`config.mk`:
```
export PLATFORM = sky130hd
export DESIGN_NAME = game_flow_controller
export DESIGN_NICKNAME = d
export VERILOG_FILES = /design/src/rtl/game_flow_controller_pkg.sv /design/src/rtl/game_flow_controller_score_counter.sv /design/src/rtl/game_flow_controller.sv
export SDC_FILE = /design/constraint.sdc
export NUM_CORES = 1
export LEC_CHECK = 0
export ABC_AREA = 1
export CORE_UTILIZATION = 45
export DETAILED_ROUTE_END_ITERATION = 7
export PLACE_DENSITY = 0.7
export SETUP_SLACK_MARGIN = 0.3
export SYNTH_ARGS = -nofsm -noshare
export SYNTH_HDL_FRONTEND = slang
export SYNTH_SLANG_ARGS = --single-unit
```
`constraint.sdc`:
```
create_clock -name clk -period 10.4 [get_ports clk]
set_input_delay 2.08 -clock clk [delete_from_list [all_inputs] [get_ports clk]]
set_output_delay 2.08 -clock clk [all_outputs]
set_load 0.02 [all_outputs]
```
`src/rtl/game_flow_controller_pkg.sv`:
```
// Shared T-rex game constants: FSM encoding, datapath widths and default scroll speeds,
// so the sequencer, sprite, obstacle and collision blocks all agree.
package game_flow_controller_pkg;

   typedef enum logic [1:0] {
      ST_IDLE = 2'd0,
      ST_RUN  = 2'd1,
      ST_HIT  = 2'd2,
      ST_OVER = 2'd3
   } game_state_e;

   localparam int SCORE_W        = 14;
   localparam int SPEED_W        = 4;
   localparam int GROUND_Y       = 400;
   localparam int SPEED_INIT_DEF = 4;
   localparam int SPEED_MAX_DEF  = 12;

   // Saturating +1 used for the displayed score.
   function automatic logic [SCORE_W-1:0] sat_inc_score(input logic [SCORE_W-1:0] val,
                                                        input logic [SCORE_W-1:0] max_val);
      if (val >= max_val) begin
         return max_val;
      end else begin
         return val + 14'd1;
      end
   endfunction

endpackage

```
`src/rtl/game_flow_controller_score_counter.sv`:
```
// Score keeper: frame divider, saturating score, speed stepping and best-score capture.
module game_flow_controller_score_counter
   import game_flow_controller_pkg::*;
#(
   parameter int SCORE_DIV      = 6,
   parameter int SPEED_INIT     = SPEED_INIT_DEF,
   parameter int SPEED_MAX      = SPEED_MAX_DEF,
   parameter int SPEED_STEP_PTS = 100,
   parameter int SCORE_MAX      = 9999
) (
   input  logic               clk,
   input  logic               rst,
   input  logic               i_clear,
   input  logic               i_enable,
   input  logic               i_freeze,
   output logic [SCORE_W-1:0] o_score,
   output logic [SCORE_W-1:0] o_hi_score,
   output logic [SPEED_W-1:0] o_speed
);

   localparam int DIV_W = (SCORE_DIV > 1) ? $clog2(SCORE_DIV) : 1;

   logic [DIV_W-1:0]   r_div_cnt;
   logic [SCORE_W-1:0] r_score;
   logic [SCORE_W-1:0] r_hi_score;
   logic [SPEED_W-1:0] r_speed;
   logic               w_div_wrap;
   logic               w_score_inc;
   logic               w_speed_step;
   logic [SCORE_W-1:0] w_score_next;

   // A saturated score never increments, so it can never re-trigger a speed step.
   always_comb begin
      w_div_wrap   = (r_div_cnt == DIV_W'(SCORE_DIV - 1));
      w_score_next = sat_inc_score(r_score, SCORE_W'(SCORE_MAX));
      w_score_inc  = i_enable && w_div_wrap && (w_score_next != r_score);
      w_speed_step = w_score_inc &&
                     ((w_score_next % SCORE_W'(SPEED_STEP_PTS)) == {SCORE_W{1'b0}});
   end

   always_ff @(posedge clk or posedge rst) begin
      if (rst) begin
         r_div_cnt <= {DIV_W{1'b0}};
         r_score   <= {SCORE_W{1'b0}};
         r_speed   <= SPEED_W'(SPEED_INIT);
      end else if (i_clear) begin
         r_div_cnt <= {DIV_W{1'b0}};
         r_score   <= {SCORE_W{1'b0}};
         r_speed   <= SPEED_W'(SPEED_INIT);
      end else begin
         if (i_enable) begin
            r_div_cnt <= w_div_wrap ? {DIV_W{1'b0}} : (r_div_cnt + DIV_W'(1));
         end
         if (w_score_inc) begin
            r_score <= w_score_next;
         end
         if (w_speed_step && (r_speed != SPEED_W'(SPEED_MAX))) begin
            r_speed <= r_speed + 4'd1;
         end
      end
   end

   // Best score survives restarts; only reset clears it.
   always_ff @(posedge clk or posedge rst) begin
      if (rst) begin
         r_hi_score <= {SCORE_W{1'b0}};
      end else if (i_freeze && (r_score > r_hi_score)) begin
         r_hi_score <= r_score;
      end
   end

   assign o_score    = r_score;
   assign o_hi_score = r_hi_score;
   assign o_speed    = r_speed;

endmodule

```
`src/rtl/game_flow_controller.sv`:
```
// T-rex game sequencer: IDLE/RUN/HIT/OVER FSM with start grace, restart lockout and
// the motion controls for the sprite/obstacle datapath.
module game_flow_controller
   import game_flow_controller_pkg::*;
#(
   parameter int SCORE_DIV      = 6,
   parameter int SPEED_INIT     = SPEED_INIT_DEF,
   parameter int SPEED_MAX      = SPEED_MAX_DEF,
   parameter int SPEED_STEP_PTS = 100,
   parameter int GRACE_FRAMES   = 2,
   parameter int OVER_HOLD      = 60,
   parameter int SCORE_MAX      = 9999
) (
   input  logic               clk,
   input  logic               rst,
   input  logic               frame_tick,
   input  logic               btn_jump,
   input  logic               collided,
   output logic [1:0]         game_state,
   output logic [SCORE_W-1:0] score,
   output logic [SCORE_W-1:0] hi_score,
   output logic [SPEED_W-1:0] speed,
   output logic               scroll_en,
   output logic               dino_freeze,
   output logic               obs_reset
);

   localparam int GRACE_W = (GRACE_FRAMES > 0) ? $clog2(GRACE_FRAMES + 1) : 1;
   localparam int HOLD_W  = (OVER_HOLD > 0) ? $clog2(OVER_HOLD + 1) : 1;

   game_state_e        r_state;
   game_state_e        w_next_state;
   logic               r_btn_prev;
   logic [GRACE_W-1:0] r_grace_cnt;
   logic [HOLD_W-1:0]  r_hold_cnt;
   logic               w_press;
   logic               w_start;
   logic               w_run_tick;
   logic               w_hit;
   logic               w_count;
   logic               w_to_over;
   logic               w_scroll_en_nxt;
   logic               w_dino_freeze_nxt;
   logic               w_obs_reset_nxt;

   // Restart beats a coincident frame tick: counters load fresh instead of decrementing.
   always_comb begin
      w_press    = btn_jump && !r_btn_prev;
      w_start    = w_press && ((r_state == ST_IDLE) ||
                               ((r_state == ST_OVER) && (r_hold_cnt == {HOLD_W{1'b0}})));
      w_run_tick = (r_state == ST_RUN) && frame_tick;
      w_hit      = w_run_tick && (r_grace_cnt == {GRACE_W{1'b0}}) && collided;
      w_count    = w_run_tick && (r_grace_cnt == {GRACE_W{1'b0}}) && !collided;
      w_to_over  = (r_state == ST_HIT) && frame_tick;
   end

   always_comb begin
      w_next_state = r_state;
      case (r_state)
         ST_IDLE: begin
            if (w_start) w_next_state = ST_RUN;
            else         w_next_state = ST_IDLE;
         end
         ST_RUN: begin
            if (w_hit) w_next_state = ST_HIT;
            else       w_next_state = ST_RUN;
         end
         ST_HIT: begin
            if (w_to_over) w_next_state = ST_OVER;
            else           w_next_state = ST_HIT;
         end
         ST_OVER: begin
            if (w_start) w_next_state = ST_RUN;
            else         w_next_state = ST_OVER;
         end
         default: w_next_state = ST_IDLE;
      endcase
   end

   always_comb begin
      w_scroll_en_nxt   = (w_next_state == ST_RUN);
      w_dino_freeze_nxt = (w_next_state != ST_RUN);
      w_obs_reset_nxt   = w_start;
   end

   always_ff @(posedge clk or posedge rst) begin
      if (rst) begin
         r_state     <= ST_IDLE;
         r_btn_prev  <= 1'b0;
         scroll_en   <= 1'b0;
         dino_freeze <= 1'b1;
         obs_reset   <= 1'b0;
      end else begin
         r_state     <= w_next_state;
         r_btn_prev  <= btn_jump;
         scroll_en   <= w_scroll_en_nxt;
         dino_freeze <= w_dino_freeze_nxt;
         obs_reset   <= w_obs_reset_nxt;
      end
   end

   always_ff @(posedge clk or posedge rst) begin
      if (rst) begin
         r_grace_cnt <= {GRACE_W{1'b0}};
         r_hold_cnt  <= {HOLD_W{1'b0}};
      end else begin
         if (w_start) begin
            r_grace_cnt <= GRACE_W'(GRACE_FRAMES);
         end else if (w_run_tick && (r_grace_cnt != {GRACE_W{1'b0}})) begin
            r_grace_cnt <= r_grace_cnt - GRACE_W'(1);
         end
         if (w_to_over) begin
            r_hold_cnt <= HOLD_W'(OVER_HOLD);
         end else if ((r_state == ST_OVER) && frame_tick && (r_hold_cnt != {HOLD_W{1'b0}})) begin
            r_hold_cnt <= r_hold_cnt - HOLD_W'(1);
         end
      end
   end

   game_flow_controller_score_counter #(
      .SCORE_DIV      (SCORE_DIV),
      .SPEED_INIT     (SPEED_INIT),
      .SPEED_MAX      (SPEED_MAX),
      .SPEED_STEP_PTS (SPEED_STEP_PTS),
      .SCORE_MAX      (SCORE_MAX)
   ) u_score_counter (
      .clk        (clk),
      .rst        (rst),
      .i_clear    (w_start),
      .i_enable   (w_count),
      .i_freeze   (w_to_over),
      .o_score    (score),
      .o_hi_score (hi_score),
      .o_speed    (speed)
   );

   assign game_state = r_state;

endmodule

```
==> results of run 1 <==
==> flip-flops by register name, indices dropped and copies added, names as in the netlist <==
| register | cells |
|---|---|
| obs_reset | 1 |
| u_score_counter.r_div_cnt | 3 |
| r_hold_cnt | 6 |
| dino_freeze | 1 |
| u_score_counter.o_hi_score | 14 |
| scroll_en | 1 |
| u_score_counter.o_speed | 4 |
| game_state | 2 |
| u_score_counter.o_score | 14 |
| r_grace_cnt | 2 |
| r_btn_prev | 1 |
==> cells by family after synthesis <==
kind of cell | Yosys count | share of synthesized area, %
AND/OR/NAND/NOR | 338 | 40.89
buffers and inverters | 102 | 9.594
AO/OA/AOI/OAI | 70 | 10.46
flip-flops | 49 | 30.39
adder cells (fa/ha/maj) | 21 | 6.499
XOR/XNOR | 10 | 2.167
==> final timing paths <==
| kind | end | slack, ps | depth (start not counted) |
|---|---|---|---|
| max | u_score_counter.o_speed[3] | 4480 | 44 |
| min | obs_reset | 510 | 1 |
| max reg2reg | u_score_counter.o_speed[3] | 4480 | 44 |
| min reg2reg | obs_reset | 510 | 1 |
| max in group asynchronous | u_score_counter.o_score[3] | 7430 | 2 |
| min in group asynchronous | u_score_counter.o_hi_score[11] | 2330 | 2 |
==> metal layers <==
| layer | share of wire, % | wire [µm] |
|---|---|---|
| met5 | 0 | 0 |
| met4 | 1.1 | 112 |
| met3 | 4.5 | 452 |
| met2 | 48 | 4766 |
| met1 | 47 | 4698 |
==> per-stage QoR <==
step	util, %	instances	hold WS, ps	worst slack (ps)	instance area, µm²
final	53.39	742	514.6	4476	4656
after floorplan	-	590	431.5	5426	4043
after detailed placement	52.38	734	506.1	4565	4568
after global routing	53.39	742	543.5	3790	4656
after CTS	53.39	742	519.7	4542	4656
after global placement	52.38	734	498.0	4753	4568
==> cells in the mapped netlist, types with 2 or more instances <==
library cell / n
sky130_fd_sc_hd__nand2_1: 155
sky130_fd_sc_hd__inv_1: 90
sky130_fd_sc_hd__nand3_1: 61
sky130_fd_sc_hd__dfrtp_1: 47
sky130_fd_sc_hd__nor2_1: 36
sky130_fd_sc_hd__o21ai_0: 31
sky130_fd_sc_hd__ha_1: 21
sky130_fd_sc_hd__nand2_2: 21
sky130_fd_sc_hd__nand4_1: 18
sky130_fd_sc_hd__o22ai_1: 16
sky130_fd_sc_hd__a21oi_1: 9
sky130_fd_sc_hd__nor2_2: 9
sky130_fd_sc_hd__nand3_2: 8
sky130_fd_sc_hd__nor3_1: 8
sky130_fd_sc_hd__xor2_1: 8
sky130_fd_sc_hd__inv_2: 5
sky130_fd_sc_hd__nand4_2: 5
sky130_fd_sc_hd__clkbuf_1: 4
sky130_fd_sc_hd__nand2_4: 4
sky130_fd_sc_hd__nand3b_1: 4
sky130_fd_sc_hd__nor2_4: 3
sky130_fd_sc_hd__nor4_1: 3
sky130_fd_sc_hd__o21ai_1: 3
sky130_fd_sc_hd__a221oi_1: 2
sky130_fd_sc_hd__dfstp_2: 2
sky130_fd_sc_hd__xnor2_1: 2
==> worst max-delay path: cells and delay by family, from the launching register on <==
kind | cells | cell delay (ps)
flops | 1 | 450
buf+inv | 3 | 240
fa+ha+maj | 2 | 460
compound gates | 3 | 690
simple gates | 36 | 3960
==> area by class of cell <==
cell class              count  area, µm²
fillers                   846       4065
multi-input cells         439       2426
flip-flops and latches     49       1229
repair buffers             42      417.9
inverters                  96      360.3
well taps                 108      135.1
clock buffers               6      72.57
clock inverters             2      15.01
==> results by stage, run 1 <==
Global routing:
- The global routing met2 resource utilization is between 30% and 40%.
- The aggregate global-route resource usage is roughly 22%.
- The maximum number of pins on one net before global-route repair is 50.
- For this run the aggregate overflow at the end of global routing stands at 0.
- The first-pass GRT wire length is between 15 and 20 mm.
- The number of antenna violations at the first check in global routing came to 0.
- The met3 usage in global routing is 3.179%.
- The routing usage on met1 is between 20% and 30%.
- The via count of the first global-routing pass is 3729.
- The layer carrying the most global-route usage is met2.

STA:
- Between clock sinks in the finished design, the worst skew comes to ~8.6 ps.
- The total count of hold-check failures in the final report is 0.
- Measured against its own limit, the worst slew margin works out to between 30% and 40%.
- Setup repair after global routing left no endpoint under its margin.
- The final critical path takes up 56.96% of the cycle.
- The final number of max-transition violations is 0.
- For the pin with the worst max-slew slack, the measured transition is approximately 1000 ps.
- The minimum clock period after layout is 5924 ps.
- Setup violations remaining at the end of the flow were counted as 0.
- For this run, the top clock speed supported by timing is between 150 and 200 MHz.
- Summed over all failing endpoints, the final setup total negative slack is 0 ps.

Critical path:
- The most critical setup path has its startpoint at u_score_counter.o_score[1].
- The worst setup path is of the flip-flop to flip-flop kind.
- The element type at the critical path start is a flip-flop.
- The worst register-to-register path begins at u_score_counter.o_score[1].
- The worst endpoint data arrival time is approximately 6100 ps.
- The slowest stage of the critical path is the sky130_fd_sc_hd__dfrtp_1 cell.
- The worst-path maximum fanout is 15.
- The stage delay of the slowest cell on the critical path is between 400 and 500 ps.
- The required time of the critical path is about 11000 ps.
- The cell that appears most often on the critical path is sky130_fd_sc_hd__nand2_1.
- STA classifies the critical path endpoint as a flip-flop.

Logic synthesis:
- By area the synthesized netlist is led by sky130_fd_sc_hd__dfrtp_1 29%, sky130_fd_sc_hd__nand2_1 14%, sky130_fd_sc_hd__inv_1 8.4%.
- The area of the mapped netlist is roughly 4000 µm².
- Synthesis inferred about 50 register bits.
- Sequential cells were found to cover a little under a third of the synthesized design area.
- The most area-hungry cell type in the Yosys netlist is sky130_fd_sc_hd__dfrtp_1.
- The count of flip-flops with a built-in enable after synthesis is 0.
- The synthesized netlist net count is between 600 and 700.
- The count of yosys warnings during synthesis is 0.
- For this run, the leading register cell type out of synthesis is sky130_fd_sc_hd__dfrtp_1.
- The fraction of post-synthesis cell area in the top cell type by area is 29.09%.
- Of all flip-flops after synthesis, the portion carrying an async set or reset was between 90% and 100%.
- A synthesized cell averages ~6.9 µm².
- The instance count of the mapped netlist is ~600.
- The count of unique library cells instantiated by Yosys is 41.

CTS:
- The H-tree level count is 2.
- The clock-pin slew on the worst setup and hold paths is ~100 ps.
- Clock latency on the worst-skew pair, taken at its later pin, is 310 ps.
- The number of buffers created by CTS is 5.
- TritonCTS built the clock tree.
- The post-CTS setup buffer count is 0.
- The number of sinks handled by clock tree synthesis is approximately 50.
- The master cell of the clock root buffer is sky130_fd_sc_hd__clkbuf_8.
- In this run the deepest clock path goes through 2 buffers.
- The post-cts resize count is 0.
- The count of hold-fix buffers inserted at cts is 0.

Floorplan:
- The die outline height is slightly below 100 µm.
- In this run the count of I/O pins placed on the die edge is 42.
- The initial utilization of the core area, before any placement, comes to between 40% and 50%.
- The count of standard-cell rows is 34.
- From left edge to right edge, the die measures roughly 97 µm.
- The total area inside the core boundary comes to ~8700 µm².
- The floorplan step defined a die boundary enclosing between 9000 and 10000 µm².

Cells and area:
- Relative to the synthesized area, the layout overhead comes to 15.17%.
- The layout cell share with drive strength beyond 1 is around 11%.
- The antenna diode count is 0.
- The final net count is approximately 660.
- The library cells used most frequently in the layout, excluding fill and tap cells, are 155 x sky130_fd_sc_hd__nand2_1, 89 x sky130_fd_sc_hd__inv_1, 61 x sky130_fd_sc_hd__nand3_1.
- The commonest non-fill, non-tap cell in the layout is sky130_fd_sc_hd__nand2_1.

Routing:
- The final layout contains routed wiring with a total length of between 10 and 15 mm.
- In this run, the number of DRC markers left after iteration 0 of detailed routing was around 250.
- The iteration count of the initial detailed-routing pass is 5.
- The number of nets still failing antenna checks after routing is 0.
- The detailed router placed between 4000 and 5000 vias in this run.
- The routed wire length per instance is 13.52 µm.
- For this run, design rule violations remaining after detail routing come to 0.
- In the routed layout, each cell is associated on average with a via count of 5.396.

Worst hold path:
- The class of the tightest hold or removal check is flip-flop to flip-flop.
- In this run the most critical hold path is launched from r_btn_prev.

Status:
- The run finished with clean final reports.

Placement:
- The count of buffers inserted at the top-level ports is approximately 40.
- The placed wire-length estimate is 7.679 mm.
- At the end of routability-driven placement, the weighted congestion stood at 0.8768.

Flow run:
- Max-cap violations in this run came to 0.
Power of run 1 is left out: the tool's default activity adds up to more than one toggle a clock period on the data nets, which glitch-free logic cannot reach.
==> run 2: changes to the inputs <==
- PLACE_DENSITY: 0.7 -> 0.72
- clock period: 10.4 -> 5.2 ns (I/O delays scaled with it)
==> run 2 against run 1 <==
  * Clock skew is essentially flat
  * Routed wire length increased by 23%
  * First-iteration DRC count is 40% higher
  * Sequential cell count did not move
  * Largest cell class unchanged
  * Hold slack lost 11 ps
==> results by stage, run 2 (same netlist as run 1, synthesis figures left out) <==
Routing:
- The detailed-route DRC error count is 0.
- The final layout contains routed wiring with a total length of between 10 and 15 mm.
- The via-per-instance ratio is around 5.6.
- The iteration count of the initial detailed-routing pass is 5.
- The detailed router finished its first iteration with 352 violations.
- The routed layout has 4469 vias.
- In this run the remaining antenna-violating nets after routing total 0.
- The routed wire length per instance is about 15 µm.

Critical path:
- The required time of the critical path is between 5000 and 6000 ps.
- Data on the critical path arrives at its endpoint at 5410 ps.
- In this run the worst setup path begins at u_score_counter.o_score[0].
- The length in cells of the worst reg-to-reg path is 45.
- STA classifies the critical path endpoint as a flip-flop.
- The worst-path maximum fanout is 6.
- The worst register-to-register path begins at u_score_counter.o_score[0].
- The setup slack of the worst register-to-register path is 50 ps.
- Counting stages on the worst path, the most repeated cell is sky130_fd_sc_hd__nand2_4.
- The cell with the biggest individual delay on the critical path is sky130_fd_sc_hd__dfrtp_2.
- The largest single stage delay on the critical path is around 450 ps.
- The worst setup path is launched from a flip-flop.
- The end of the critical path is u_score_counter.o_speed[1].
- The critical path is of the flip-flop to flip-flop type.
- The endpoint identified for the worst register-to-register timing path is u_score_counter.o_speed[1].

Floorplan:
- The die is slightly below 100 µm wide.
- The count of standard-cell rows is 34.
- In this run the vertical extent of the chip is 96.78 µm.
- In this run the standard cell core region covers 8721 µm².
- The die covers around 9400 µm².
- The initial core utilization is approximately 46%.
- The number of primary I/O pins is 42.

Global routing:
- For this run the aggregate overflow at the end of global routing stands at 0.
- The via count of the first global-routing pass is between 4000 and 5000.
- The number of antenna violations at the first check in global routing is 0.
- The aggregate global-route resource usage is between 20% and 30%.
- Entering global routing, the biggest net connects 50 pins.
- The first global-routing pass estimated ~19 mm of wire.

CTS:
- After clock tree synthesis, the clock-pin slew on the worst setup and hold paths is 100 ps.
- TritonCTS built the clock tree.
- No sink is reached through more buffers than the 2 on the longest clock path.
- The number of buffers created by CTS is 5.
- The number of hold buffers added after CTS was 0.
- The later-pin clock latency in the skew report is around 320 ps.
- The master cell of the clock root buffer is sky130_fd_sc_hd__clkbuf_8.
- CTS saw between 40 and 50 sinks.
- The H-tree level count is 2.

STA:
- At the pin with the least slew margin, the transition time is approximately 1000 ps.
- The final worst-path setup slack is 48.60 ps.
- The fmax is approximately 190 MHz.
- The total count of hold-check failures in the final report is 0.
- The minimum clock period after layout is about 5200 ps.
- Setup violations remaining at the end of the flow were counted as 0.
- Across the routed clock network, the largest skew measured is about 8.5 ps.
- The worst slew margin relative to its limit is 31.95%.
- The final number of max-transition violations is 0.
- Dividing the final minimum period by the clock period gives roughly 100%.
- Setup repair after global routing could not meet its margin everywhere.

Cells and area:
- In the layout the commonest cells are 123 x sky130_fd_sc_hd__nand2_1, 83 x sky130_fd_sc_hd__inv_1, 51 x sky130_fd_sc_hd__buf_4.
- 0 antenna diodes ended up in the layout.
- The commonest non-fill, non-tap cell in the layout is sky130_fd_sc_hd__nand2_1.
- The final net count is between 700 and 800.
- After filler insertion, the fill cell instance count of the layout stands at approximately 730.
- The area added between synthesis and finish is 41.29%.
- The post-route netlist has a little under a third of its cells at a drive strength greater than 1.
- After routing the design area is 5712 µm².

Flow run:
- Across the run, the number of max-cap violations was 0.

Placement:
- Prior to clock tree synthesis, the placed netlist has a worst setup slack of -143.3 ps.
- The count of buffers added on input and output ports is ~40.
- The post-detailed-placement cell area is around 4800 µm².
- The routability congestion estimate is 0.9287.
- Once detailed placement completed, the half-perimeter wirelength came to 8.055 mm.

Worst hold path:
- The path class of the tightest hold or removal check is flip-flop to flip-flop.
- The count of cells along the worst hold path is 1.

Status:
- The run finished with clean final reports.
==> run 2: cell count changes in the layout (fill, tap and decap cells not counted), sizes merged <==
cell / previous run / this run
buf: 1 / 58
clkinvlp: 2 / 0
bufinv: 0 / 1
clkbuf: 6 / 5
clkinv: 1 / 2
inv: 95 / 96
==> run 2: per-layer routing <==
layer  GRT usage (%)  wire length, µm  up-vias
met5               0                0        -
met3           3.468              608       33
met2           42.52             6302      163
met1           31.84             5159     2129
met4           6.200              277        0
li1                -                -     2144
==> run 2: worst min-delay path by stage <==
stage / startpoint / endpoint / slack (ps)
5_1_grt: r_btn_prev / obs_reset / 530
3_5_place_dp: r_btn_prev / obs_reset / 490
4_1_cts: r_btn_prev / obs_reset / 510
3_3_place_gp: r_btn_prev / obs_reset / 490
6_report: r_btn_prev / obs_reset / 500
2_1_floorplan: r_btn_prev / obs_reset / 430
==> run 2: repair_timing <==
action | in CTS | in global routing
pin swaps | 43 | 31
gates resized for setup | 64 | 65
buffers inserted | 21 | 11
cloned | 1 | 0
endpoints found under the setup margin | 4 | 4
==> run 2: worst max-delay path: cells and delay by family (launching register included) <==
| kind | cells | cell delay, ps |
|---|---|---|
| xor gates and xnor gates | 1 | 250 |
| DFF | 1 | 450 |
| adders and majority gates | 2 | 340 |
| AOI/OAI and AO/OA | 2 | 390 |
| buffers and inverters | 6 | 460 |
| and+or+nand+nor | 34 | 3180 |
==> run 2: metrics by stage <==
stage	hold WS [ps]	setup TNS, ps	std cells	utilization [%]
after floorplan	431.5	0	590	-
after global placement	485.5	-16.65	758	54.82
after detailed placement	494.8	-537.3	758	54.82
after CTS	508.0	0	788	61.42
after global routing	529.1	-1228	799	65.50
final	504.0	0	799	65.50
==> run 2: layout make-up <==
class                           count  area (µm²)  share of cell area (%)
Inverter                           96       366.6                   6.418
Clock inverter                      3       43.79                  0.7667
Tap cell                          108       135.1                   2.366
Clock buffer                        5       68.82                   1.205
Sequential cell                    49        1237                   21.66
Timing Repair Buffer               99       905.9                   15.86
Multi-Input combinational cell    439        2954                   51.72
Power of run 2 is left out for the same reason.
==> patch 1: new RTL, flow settings as in run 2 <==
Change the parameter `OVER_HOLD` from 60 to 30.
--- a/src/rtl/game_flow_controller.sv
+++ b/src/rtl/game_flow_controller.sv
@@ -9,5 +9,5 @@
    parameter int SPEED_STEP_PTS = 100,
    parameter int GRACE_FRAMES   = 2,
-   parameter int OVER_HOLD      = 60,
+   parameter int OVER_HOLD      = 30,
    parameter int SCORE_MAX      = 9999
 ) (
Behaviour: same outputs for any inputs over 10 cycles, from zero or initial values and one cycle with rst high; that may be too few to reach the edited logic, so the function may still have changed.
==> patch 1 against run 2 <==
- the run now ends with design-rule violations left
- wire length down 5.6%
- critical endpoint is now u_score_counter.o_speed[0]
- final area is 0.64% lower
- area after synthesis is 3.2% higher
- worst setup slack lost 0.0085 ns
- largest cell class unchanged
- core utilization is 1.4 points lower
- sequential cell count fell by 1
- highest routed layer unchanged
- global-route usage rose by 0.51 points
Power is not shown: default switching activity piles up to over one toggle a cycle in this logic, so the estimate is an artifact.
==> patch 1: results (changes against run 2) <==
{
  "worst-endpoint-arrival": {"value": 5.37, "unit": "ns", "change": "-0.04 ns"},
  "worst_path_largest_cell_delay": {"value": 0.43, "unit": "ns", "change": "-0.02 ns"},
  "first_global_vias": {"value": 4244, "change": "+3.3%"},
  "synthesis.nets": {"value": 639, "change": "+3.7%"},
  "drive_above_1_share": {"value": 0.303, "change": "+0.00206"},
  "synth.top_cell.area_share": {"value": 0.276, "change": "-0.0151"},
  "seq_area_frac_synth": {"value": 0.288, "change": "-0.0155"},
  "layout_worst_path_cycle_share": {"value": 0.992, "change": "+0.00164"},
  "r2r.worst_path.cells": {"value": 46, "change": "+2.2%"},
  "max_slew_margin": {"value": 0.327, "change": "+0.00737"},
  "initialDrtViolationCount": {"value": 243, "change": "-31%"},
  "globalplace.congestion": {"value": 0.864, "change": "-7.0%"},
  "cts_max_level": {"value": 2, "change": "unchanged"},
  "timing.hold.ws": {"value": 0.498, "unit": "ns", "change": "-0.00642 ns"},
  "outcome": "finished, violations left",
  "final.setup_skew": {"value": 0.0110, "unit": "ns", "change": "+0.00254 ns"},
  "dp_hpwl": {"value": 7900, "unit": "um", "change": "-1.9%"},
  "grt_util_all_layers": {"value": 0.249, "change": "+0.00509"},
  "violations": "design-rule violations",
  "critical_path_class": "flop to flop",
  "detail_route.wirelength": {"value": 11700, "unit": "um", "change": "-5.6%"},
  "drcViolationCount": {"value": 2, "change": "+2"},
  "vias_per_cell": {"value": 5.30, "change": "-5.2%"},
  "setup_crit_start": "u_score_counter.o_score[1]",
  "critical_path_peak_fanout": {"value": 7, "change": "+1"},
  "grt_pass1_wl": {"value": 19700, "unit": "um", "change": "+3.5%"},
  "synth.area.top_cells": "dfrtp_1 28%, nand2_1 15%, inv_1 8.1%, nand3_1 7.7%, ha_1 6.3%",
  "syn_inst": {"value": 613, "change": "+3.9%"},
  "num-nets-final": {"value": 741, "change": "+3.5%"},
  "final.fill_count": {"value": 761, "change": "+4.8%"},
  "finish.cell_count_without_fillers": {"value": 824, "change": "+3.1%"},
  "crit_end": "u_score_counter.o_speed[0]",
  "yosysUniqueCellTypes": {"value": 36, "change": "-12%"},
  "grt_start_max_net_pins": {"value": 49, "change": "-2.0%"},
  "cells_after_dpl": {"value": 769, "change": "+1.5%"},
  "synth_top_cells_by_count": "166 x nand2_1, 90 x inv_1, 64 x nand3_1, 46 x dfrtp_1, 40 x nor2_1",
  "drt-pass1-iter-count": {"value": 7, "change": "+2"},
  "detailedPlace.worstSlack": {"value": -0.237, "unit": "ns", "change": "-0.0936 ns"}
}
patch 1: cell count changes after synthesis, moves of 4 or more:
cell,run 2,this run
nand2_1,155,166
nand2_4,4,13
a21oi_1,9,16
nor2_4,3,9
nand2_2,21,26
nand4_1,18,14
nor2_1,36,40
o22ai_1,16,12
patch 1: per-layer routing:
metal | global-route usage | part of all wire
met1 | 0.316 | 0.44
met2 | 0.446 | 0.51
met3 | 0.0279 | 0.043
met4 | 0.0746 | 0.013
met5 | 0 | 0
patch 1: worst max-delay path, delay by kind of cell, from the launching register on:
family                 cells  cell delay [ns]
buffers and inverters      3             0.34
DFF                        1             0.43
AOI/OAI and AO/OA          1             0.40
and+or+nand+nor           42             3.88
patch 1: logic make-up after synthesis:
group,synth area share
AND/OR/NAND/NOR,0.448
XOR/XNOR,0.0105
flip-flops,0.288
AO/OA/AOI/OAI,0.0966
buffers and inverters,0.0936
adder cells (fa/ha/maj),0.0630
patch 1: cell type report:
type,count,area share
clock buffers,6,0.0128
clock inverters,2,0.00287
inverters,100,0.0666
multi-input cells,461,0.528
flip-flops and latches,48,0.215
well taps,108,0.0238
repair buffers,99,0.151
patch 1: worst min path at each step:
stage	start	endpoint	cells after the start
after floorplan	u_score_counter.r_div_cnt[2]	u_score_counter.r_div_cnt[2]	1
after global placement	u_score_counter.r_div_cnt[2]	u_score_counter.r_div_cnt[2]	1
after detailed placement	u_score_counter.r_div_cnt[2]	u_score_counter.r_div_cnt[2]	1
after CTS	u_score_counter.r_div_cnt[2]	u_score_counter.r_div_cnt[2]	1
after global routing	u_score_counter.r_div_cnt[2]	u_score_counter.r_div_cnt[2]	1
final	r_hold_cnt[3]	r_hold_cnt[3]	1
patch 1: metrics by stage:
step | util | area [um^2] | setup TNS [ns]
4_1_cts | 0.617 | 5460 | 0
3_5_place_dp | 0.541 | 4790 | -0.812
3_3_place_gp | 0.541 | 4790 | -0.0463
5_1_grt | 0.641 | 5680 | -1.21
2_1_floorplan | - | 4170 | 0
6_report | 0.641 | 5680 | 0
patch 1: repair_timing:
item,in CTS,in global routing
endpoints found under the hold margin,0,0
setup endpoints to repair,4,4
resized for setup,86,30
hold buffers,0,0
buffers inserted,32,15
pin swaps,49,15
==> patch 2: new RTL, settings of run 2 <==
Without the edit above. Reset style: synchronous (`rst`), changed in 4 clocked blocks.
--- a/src/rtl/game_flow_controller_score_counter.sv
+++ b/src/rtl/game_flow_controller_score_counter.sv
@@ -39,5 +39,5 @@
    end
 
-   always_ff @(posedge clk or posedge rst) begin
+   always_ff @(posedge clk) begin
       if (rst) begin
          r_div_cnt <= {DIV_W{1'b0}};
@@ -62,5 +62,5 @@
 
    // Best score survives restarts; only reset clears it.
-   always_ff @(posedge clk or posedge rst) begin
+   always_ff @(posedge clk) begin
       if (rst) begin
          r_hi_score <= {SCORE_W{1'b0}};
--- a/src/rtl/game_flow_controller.sv
+++ b/src/rtl/game_flow_controller.sv
@@ -84,5 +84,5 @@
    end
 
-   always_ff @(posedge clk or posedge rst) begin
+   always_ff @(posedge clk) begin
       if (rst) begin
          r_state     <= ST_IDLE;
@@ -100,5 +100,5 @@
    end
 
-   always_ff @(posedge clk or posedge rst) begin
+   always_ff @(posedge clk) begin
       if (rst) begin
          r_grace_cnt <= {GRACE_W{1'b0}};
Formal check against the unedited RTL: differs if rst is asserted again (counterexample within 4 cycles, from zero or initial values and one cycle with rst high); with rst held inactive, the same outputs for 10 cycles.
==> patch 2 against run 2 <==
- core utilization decreased by 4.0 points
- wire length decreased by 20%
- non-clock buffer count decreased by 33
- worst setup slack improved by 0.45 ns
- via count decreased by 9.9%
- largest cell class unchanged
- clock skew increased by 0.0027 ns
- area after synthesis decreased by 3.4%
- final area decreased by 11%
- sequential cell count unchanged
- critical path type unchanged
Power is left out: it rests on default switching activity, and per cell area and clock period it moved more than threefold.
==> patch 2: results (changes against run 2) <==
{
  "timing.critical_path.slowest_stage_cell": "dfxtp_4",
  "grt_util_all_layers": {"value": 0.214, "change": "-0.0301"},
  "yosysUniqueCellTypes": {"value": 42, "change": "+2.4%"},
  "synth_top_cells_by_count": "131 x nand2_1, 86 x inv_1, 50 x nand3_1, 49 x dfxtp_1, 49 x nor2_1",
  "inverters": {"value": 95, "change": "-1.0%"},
  "worst-endpoint-arrival": {"value": 4.89, "unit": "ns", "change": "-0.52 ns"},
  "timing.rr.start": "u_score_counter.o_score[0]",
  "nonClkBufAreaFrac": {"value": 0.119, "change": "-0.0399"},
  "max_slew_margin": {"value": 0.475, "change": "+0.155"},
  "n_clock_buffer": {"value": 7, "change": "+2"},
  "min_from": "r_grace_cnt[0]",
  "final.setup_skew": {"value": 0.0112, "unit": "ns", "change": "+0.00271 ns"},
  "grt_pass1_wl": {"value": 15900, "unit": "um", "change": "-17%"},
  "layout.clock.cell_area_share": {"value": 0.0206, "change": "+0.000893"},
  "holdPathStages": {"value": 2, "change": "+1"},
  "synth_async_sr_flop_share": {"value": 0, "change": "-1.00"},
  "outcome": "completed",
  "drive_above_1_share": {"value": 0.245, "change": "-0.0559"},
  "layout.sequential_cells": {"value": 49, "change": "unchanged"},
  "crit_end": "u_score_counter.o_speed[2]",
  "seq_area_frac": {"value": 0.198, "change": "-0.0189"},
  "synth.area.top_cells": "dfxtp_1 25%, nand2_1 13%, inv_1 8.3%, nand3_1 6.4%, ha_1 6.1%",
  "post_cts_resize_count": {"value": 5, "change": "-92%"},
  "layout.comb_gates.multi_input": {"value": 447, "change": "+1.8%"},
  "globalplace.congestion": {"value": 0.860, "change": "-7.4%"},
  "via_count": {"value": 4025, "change": "-9.9%"},
  "r2r.worst_path.cells": {"value": 44, "change": "-2.2%"},
  "initialDrtViolationCount": {"value": 143, "change": "-59%"},
  "dp_hpwl": {"value": 7160, "unit": "um", "change": "-11%"},
  "timing.rr.end": "u_score_counter.o_speed[2]"
}
[patch 2: per-layer routing]
metal | routed length, um | vias up | GRT usage
met4 | 109 | 0 | 0.0417
li1 | - | 2077 | -
met5 | 0 | - | 0
met1 | 4460 | 1854 | 0.268
met2 | 4870 | 84 | 0.393
met3 | 398 | 10 | 0.0247
[patch 2: per-stage QoR]
step / cell area (um^2) / setup slack, ns / std cells / utilization / hold slack, ns
floorplan: 3900 / 0.699 / 601 / - / 0.441
global placement: 4430 / 0.373 / 741 / 0.534 / 0.452
detailed placement: 4430 / 0.202 / 741 / 0.534 / 0.456
CTS: 4550 / 0.331 / 749 / 0.548 / 0.470
global route: 5100 / 0.147 / 770 / 0.615 / 0.496
finish: 5100 / 0.504 / 770 / 0.615 / 0.466
[patch 2: cells by family after synthesis]
family | Yosys count | share of synthesized area
compound gates | 94 | 0.133
xor+xnor | 5 | 0.0112
fa+ha+maj | 19 | 0.0609
buf+inv | 106 | 0.105
flops | 49 | 0.251
simple gates | 328 | 0.438
